--- config.mk ---
export PLATFORM = sky130hd
export DESIGN_NAME = jtdsp16_sio_rx
export DESIGN_NICKNAME = d
export VERILOG_FILES = /design/src/rtl/jtdsp16_sio_rx.sv
export SDC_FILE = /design/constraint.sdc
export NUM_CORES = 1
export LEC_CHECK = 0
export BUFFER_PORTS_ARGS = -buffer_cell sky130_fd_sc_hd__buf_2
export CAP_MARGIN = 10
export CORE_ASPECT_RATIO = 1.5
export CORE_UTILIZATION = 50
export CTS_CLUSTER_SIZE = 16
export DETAILED_ROUTE_END_ITERATION = 16
export GPL_TIMING_DRIVEN = 1
export PLACE_DENSITY = 0.77
export RECOVER_POWER = 25
export SLEW_MARGIN = 40
export SYNTH_ARGS = -nofsm -noshare
export SYNTH_HDL_FRONTEND = slang
export SYNTH_SLANG_ARGS = --single-unit
--- constraint.sdc ---
create_clock -name clk -period 3.5 [get_ports clk]
set_input_delay 0.525 -clock clk [delete_from_list [all_inputs] [get_ports clk]]
set_output_delay 0.525 -clock clk [all_outputs]
set_load 0.05 [all_outputs]
--- src/rtl/jtdsp16_sio_rx.sv ---
// DSP16 serial input receiver: synchronises DI/ICK/ILD, deframes 8/16-bit words into SDX and raises IBF.
// Optional sticky overrun flag enabled by defining JTDSP16_SIO_RX_OVF_EN.
module jtdsp16_sio_rx #(
    parameter int SYNC_STAGES = 2
) (
    input  logic        clk,
    input  logic        rst_n,
    input  logic        cen,
    input  logic        di,
    input  logic        ick,
    input  logic        ild,
    input  logic        ilen,
    input  logic        msb_first,
    input  logic        sdx_read,
    output logic [15:0] sdx_dout,
    output logic        ibf,
    output logic        ovf
);

    typedef enum logic { IDLE = 1'b0, SHIFT = 1'b1 } state_t;

    logic [SYNC_STAGES-1:0] di_sync, ick_sync, ild_sync;
    logic                   ick_prev;
    state_t                 state;
    logic [4:0]             cnt;
    logic [15:0]            sr;
    logic                   len8_r, msb_r;

    logic        di_s, ick_s, ild_s;
    logic        bit_event, new_word, complete;
    logic        word_msb, word_len8;
    logic [15:0] base_sr, ins_sr, word_val;
    logic [4:0]  cnt_next, word_len;

    always_ff @(posedge clk or negedge rst_n) begin
        if (!rst_n) begin
            di_sync  <= '0;
            ick_sync <= '0;
            ild_sync <= '0;
            ick_prev <= 1'b0;
        end else if (cen) begin
            di_sync  <= {di_sync[SYNC_STAGES-2:0], di};
            ick_sync <= {ick_sync[SYNC_STAGES-2:0], ick};
            ild_sync <= {ild_sync[SYNC_STAGES-2:0], ild};
            ick_prev <= ick_sync[SYNC_STAGES-1];
        end
    end

    assign di_s  = di_sync[SYNC_STAGES-1];
    assign ick_s = ick_sync[SYNC_STAGES-1];
    assign ild_s = ild_sync[SYNC_STAGES-1];

    // A frame strobe on any bit event starts a new word, also mid-word (reframe).
    always_comb begin
        bit_event = cen & ick_s & ~ick_prev;
        new_word  = bit_event & ild_s;
        word_msb  = new_word ? msb_first : msb_r;
        word_len8 = new_word ? ilen : len8_r;
        word_len  = word_len8 ? 5'd8 : 5'd16;
        base_sr   = new_word ? 16'h0000 : sr;
        ins_sr    = word_msb ? {base_sr[14:0], di_s} : {di_s, base_sr[15:1]};
        cnt_next  = new_word ? 5'd1 : cnt + 5'd1;
        complete  = bit_event & ~ild_s & (state == SHIFT) & (cnt_next == word_len);
        if (!word_len8)
            word_val = ins_sr;
        else if (word_msb)
            word_val = {8'h00, ins_sr[7:0]};
        else
            word_val = {8'h00, ins_sr[15:8]};
    end

    always_ff @(posedge clk or negedge rst_n) begin
        if (!rst_n) begin
            state  <= IDLE;
            cnt    <= 5'd0;
            sr     <= 16'h0000;
            len8_r <= 1'b0;
            msb_r  <= 1'b0;
        end else if (new_word) begin
            state  <= SHIFT;
            cnt    <= 5'd1;
            sr     <= ins_sr;
            len8_r <= ilen;
            msb_r  <= msb_first;
        end else if (bit_event && state == SHIFT) begin
            sr  <= ins_sr;
            if (complete) begin
                state <= IDLE;
                cnt   <= 5'd0;
            end else begin
                cnt <= cnt_next;
            end
        end
    end

    // Handshake: a completed word loads sdx_dout and sets ibf; a cen-qualified
    // sdx_read clears ibf, but a completion in the same cycle wins.
    always_ff @(posedge clk or negedge rst_n) begin
        if (!rst_n) begin
            sdx_dout <= 16'h0000;
            ibf      <= 1'b0;
        end else if (cen) begin
            if (complete) begin
                sdx_dout <= word_val;
                ibf      <= 1'b1;
            end else if (sdx_read) begin
                ibf <= 1'b0;
            end
        end
    end

`ifdef JTDSP16_SIO_RX_OVF_EN
    always_ff @(posedge clk or negedge rst_n) begin
        if (!rst_n) begin
            ovf <= 1'b0;
        end else if (cen) begin
            if (complete && ibf)
                ovf <= ovf | ~sdx_read;
            else if (sdx_read)
                ovf <= 1'b0;
        end
    end
`else
    assign ovf = 1'b0;
`endif

endmodule

# [Yosys cells after proc, flatten, opt, wreduce, memory -nomap -nowiden]
# Cells that the tools add are included.
[word_totals] ff_bits=48 latchBits=0 mem_bits_rw=0 romBits=0 elab_cells=46 mem_count=0
[classes] add_sub_neg=1 n_mul=0 div=0 order_cmp=0 n_eq_ne=1 n_shift=0 muxes=18 bitwise_logic=8 reduce_logical=7
[ops] op="$mux 16" n=5
[ops] op="$mux 5" n=5
[ops] op="$mux 8" n=1
[ops] op="$mux 1" n=7
[ops] op="$and 1x1->1" n=6
[ops] op="$reduce_and 2->1" n=3
[ops] op="$reduce_bool 2->1" n=3
[ops] op="$add 5x1->5 const B" n=1
[ops] op="$eq 5x5->1" n=1
[ops] op="$not 1->1" n=2
[ops] op="$logic_and 1x1->1" n=1

# [Logic depth before layout (Yosys ltp)]
[depth] word_depth=10 depth_mapped=7 mapped_depth_nobuf=6

# [Worst setup path before layout]
# OpenSTA, ideal clock, no wires.
[synth_timing] kind="input port to flip-flop" from="in cen" to="reg sdx_dout[0]" setup_time_ns=0.125 arrival_time_ns=1.991 required_time_ns=3.375 slack_ns=1.384 cell_stages=6 path_buffers=1 path_cell_list="and4b_1 > mux2i_2 > nor4_4 > a31oi_4 > buf_6 > mux2_4"
[synth_via] elab_chain_cells=8 word_cells_on_any_way=16 cone_classes="eq/ne (1); mux (8); bitwise (6); reduce/logical (1)"
[synth_lines] item="from (decl)" line="8" text="input logic cen,"
[synth_lines] item="$and 1x1->1 (2 in a row)" line="55" text="bit_event = cen & ick_s & ~ick_prev;"
[synth_lines] item="$and 1x1->1" line="56" text="new_word = bit_event & ild_s;"
[synth_lines] item="$mux 1"
[synth_lines] item="$mux 5" line="59" text="word_len = word_len8 ? 5'd8 : 5'd16;"
[synth_lines] item="$eq 5x5->1" line="63" text="complete = bit_event & ~ild_s & (state == SHIFT) & (cnt_next == word_len);"
[synth_lines] item="$and 1x1->1" line="63"
[synth_lines] item="$reduce_and 2->1 (no source line)"
[synth_lines] item="to (signal assigned)" line="104" text="sdx_dout <= word_val;"
[synth_lines] item="to (decl)" line="15" text="output logic [15:0] sdx_dout,"
# Parallel ways exist; a longest one is shown, timed or not.
# A chain may end at the register's enable or synchronous reset.

==> out/summary.md <==
Entering global routing, the biggest net connects 49 pins. The total global routing track utilization came out at 0.211. Routability-driven placement finished with a final weighted congestion of 0.907. The area added between synthesis and finish works out to 10.7%. For the number of instances resized during post-cts repair, the log shows 0.

For this design the total switching power over the nets is 0.769 mW. For the vias after detailed routing, the log shows 1718. The count of endpoints failing hold in the final timing report was 0; the worst-case reg-to-reg path depth was 6. Data on the critical path is required at its endpoint by 3.39 ns. Among all stages on the critical path, the largest delay is contributed by sky130_fd_sc_hd__clkbuf_1.

The logs give 1.16 mW for the internal power of the cells and 226 for the synthesized net count. For the pin with the worst max-slew slack, the measured transition is 2.49 ns. For the via count of the first global-routing pass, the log shows 1692. For the post-CTS setup-driven buffer insertion count, the log shows 0. The clock passes through at most 2 buffers. The largest vdd supply drop is 0.364 mV. Synthesized-area fraction occupied by ao, oa, aoi and oai cells: 0.115.

Endpoint kind of the worst setup timing path: an async pin. The synthesized design spends more area on one cell type than any other, namely sky130_fd_sc_hd__dfrtp_1. The worst register-to-register path ends at sdx_dout[5]. The tools report the sum of net half-perimeters after detailed placement as 3230 microns. The adder-cell share of the synthesized area was 0.00521.

The run gives 4700 microns as the final routed wirelength across all metal layers. For this run, the number of Yosys warnings is 0. The critical path goes through clkbuf_1. The clock reaches the later pin of the worst-skew pair after 0.30 ns. Final cell utilization of the core: 0.581. Measured along the y axis, the die boundary spans 86.9 microns. The area share of the leading cell type in the synthesized netlist came out at 0.500. The via density per instance came out at 5.69. In this run the worst hold path is classified as in -> reg.

Leaving out filler cells and counting taps, the final layout contains 302. For the total DRC errors in the routed layout, the log shows 0. CTS built an H-tree with a depth of 2. The share of power burned in combinational logic is 0.354.

After routing the design area is 2660 sq um. The worst path in the final design needs a cycle of 2.40 ns, including I/O delays and setup. For this design the ratio of total power to cell area is 724 nW/um^2. Across all register-to-register paths, the minimum setup slack is 1.13 ns. Setup repair after global routing left no endpoint under its margin.

The mux share of post-synthesis cell area was 0.184; the number of max-capacitance violations reported was 1. The flow ran to the end, but the final reports show violations. In this run the critical register-to-register path is launched from cnt[0].

The logs give 417 MHz for the fmax and 0.796 ns for the pre-CTS worst setup slack. After global routing the overflow that remains totals 0. The floorplan die area is 5090 sq um.

The number of antenna diodes in the final layout is 0. The classification of the worst setup path was in -> async. The cell sitting at the root of the clock tree is a sky130_fd_sc_hd__clkbuf_8. The most critical setup path has its startpoint at rst_n. Buffers placed on the I/O ports in this run total 25. For the worst setup path, the data arrival time is 2.29 ns.

After synthesis, the largest family of logic cells by area is multiplexers. Synthesis produced a netlist whose cell count is 216. For the total cell area at the placement stage, the log shows 2570 sq um. The most critical setup path has its endpoint at msb_r.

The initial antenna violation count is 0. By area the synthesized netlist is led by sky130_fd_sc_hd__dfrtp_1 50%, sky130_fd_sc_hd__mux2_2 6.6%, sky130_fd_sc_hd__mux2i_1 6.3%. The final-layout setup total negative slack came out at 0 ns. The run gives 0.525 as the starting utilization of the core area. The run gives 0.182 as the relative contribution of the clock network to total power. For this run, the post-layout net count is 247. After detailed placement, the design holds a cell count of 294. The count of endpoints failing setup in the final report is 0, and the post-synthesis area per instance is 11.1 sq um. The switching power share of the total is 0.399. In the post-route analysis, the smallest setup slack over all paths is 1.10 ns.

The sequential area share after synthesis was 0.500. The cell count along the critical path was 1. Hold repair after CTS inserted 0 buffers. STA classifies the critical path startpoint as a primary input. The synthesized-area fraction occupied by and/or/nand/nor cells works out to 0.134.

The run gives 0.465 as the part of the power in registers. The clock drives 48 sinks. The run gives 8030 microns as the first-pass GRT wire length.

The maximum cell stage delay along the critical path is 1.74 ns, and the leakage component of the power is 1.27 nW. Clock tree synthesis inserted a total of 5 buffers. The cell family contributing the most delay on the critical path is buffers and inverters. Headroom to the max-slew limit: -0.662.

Hold is met by 0.446 ns. The post-route fraction of the period consumed by the critical path works out to 0.685. In this run, the number of DRC markers left after iteration 0 of detailed routing was 55. Xor/xnor cell area share of the yosys netlist: 0.0182. Dividing the detail-routed wire length by the instance count gives 15.6 microns.

The total count of max-transition violations in the final report was 49. The count of nets left with antenna violations once routing finished came out at 0. Of all nets on the critical path, the largest fanout is 48.

The design draws 1.93 mW. TritonCTS built the clock tree. The number of distinct library cell variants in the gate-level netlist after synthesis is 40, and the share of cells above drive strength 1 is 0.265. The width of the die came out at 58.6 microns. The length of the first detailed-routing pass in iterations is 4, and the count of pins on the block boundary is 27. The count of buffering cells on the critical path with inverters included was 1; the core footprint was 4580 sq um. The largest clock skew in the final design is 0.00728 ns. After clock tree synthesis, the clock-pin slew on the worst setup and hold paths is 0.09 ns. The floorplan has 30 rows. The final reports fail on capacitance limit, slew limit. Summing every instance area after synthesis gives 2400 sq um.

The number of flip-flops and latches in the synthesized netlist is 48.
[cells in the final DEF (no fill, tap or decap), types with 2 or more instances in the layout]
master,n
sky130_fd_sc_hd__a2111oi_0,5
sky130_fd_sc_hd__a211oi_1,16
sky130_fd_sc_hd__a21oi_1,5
sky130_fd_sc_hd__and4b_1,2
sky130_fd_sc_hd__buf_2,24
sky130_fd_sc_hd__buf_4,4
sky130_fd_sc_hd__clkbuf_8,6
sky130_fd_sc_hd__dfrtp_1,48
sky130_fd_sc_hd__inv_1,7
sky130_fd_sc_hd__mux2_2,14
sky130_fd_sc_hd__mux2_4,8
sky130_fd_sc_hd__mux2i_1,15
sky130_fd_sc_hd__nand2_1,11
sky130_fd_sc_hd__nand3_1,5
sky130_fd_sc_hd__nand4b_1,2
sky130_fd_sc_hd__nor2_1,27
sky130_fd_sc_hd__nor2b_1,2
sky130_fd_sc_hd__nor3_1,10
sky130_fd_sc_hd__o21ai_0,2
sky130_fd_sc_hd__xnor2_1,3
sky130_fd_sc_hd__xor2_1,2
[kinds of logic after synthesis]
group / after synthesis
simple gates: 64
buf+inv: 23
xor+xnor: 5
fa+ha+maj: 1
mux: 38
compound gates: 36
other cells: 1
flops: 48
[sequential cells by signal, summed over array words and instances, names as in the netlist]
signal    flops
sdx_dout     16
ick_sync      2
di_sync       2
ick_prev      1
sr           16
state         1
msb_r         1
ild_sync      2
ibf           1
cnt           5
len8_r        1
[area by class of cell]
cell class	instances	area, sq um
fill	407	1920
sequential	48	1200
multi-input combinational	145	1100
timing repair buffer	29	154
clock buffer	6	82.6
tap	64	80.1
inverter	8	30.0
clock inverter	2	13.8
[routing by layer]
metal  global-route usage  share of wire  vias to the layer above  wire (microns)
met3               0.0401          0.033                       10             155
li1                     -              -                      818               -
met4                0.102          0.021                        0              97
met2                0.338           0.51                       37            2370
met1                0.274           0.44                      853            2070
met5                    0              0                        -               0
[Yosys cell counts (all sizes together)]
master,count
nand4,1
a211oi,16
nor3,10
ha,1
a32o,1
nand2b,1
mux2i,16
and4b,2
and3,1
a21oi,5
conb,1
xor2,2
dfrtp,48
mux2,22
inv,8
nor2b,2
clkbuf,8
a21o,1
xnor2,3
a31oi,1
a32oi,1
nand2,11
o21ai,3
nand4b,2
buf,7
a2111oi,5
nand3,5
nor3b,1
nor2,27
nor4,1
a211o,1
a22oi,1
o31ai,1
[worst min-delay path by stage]
stage	slack (ns)	from	cells after the start	to
global route	0.45	ild	2	ild_sync[0]
finish	0.45	ick	2	ick_sync[0]
CTS	0.24	rst_n	1	ick_sync[0]
global placement	0.46	ild_sync[0]	2	ild_sync[1]
detailed placement	0.47	ibf	2	ibf
floorplan	0.23	rst_n	0	cnt[0]
[power groups by stage]
stage | sequential, mW | clock [mW] | combinational, mW
finish | 0.894 | 0.350 | 0.681
global placement | 0.894 | 0 | 0.662
global route | 0.919 | 0.379 | 0.768
detailed placement | 0.901 | 0 | 0.680
CTS | 0.891 | 0.358 | 0.683
floorplan | 0.817 | 0 | 0.578
Power figures use the tool's default switching activity.
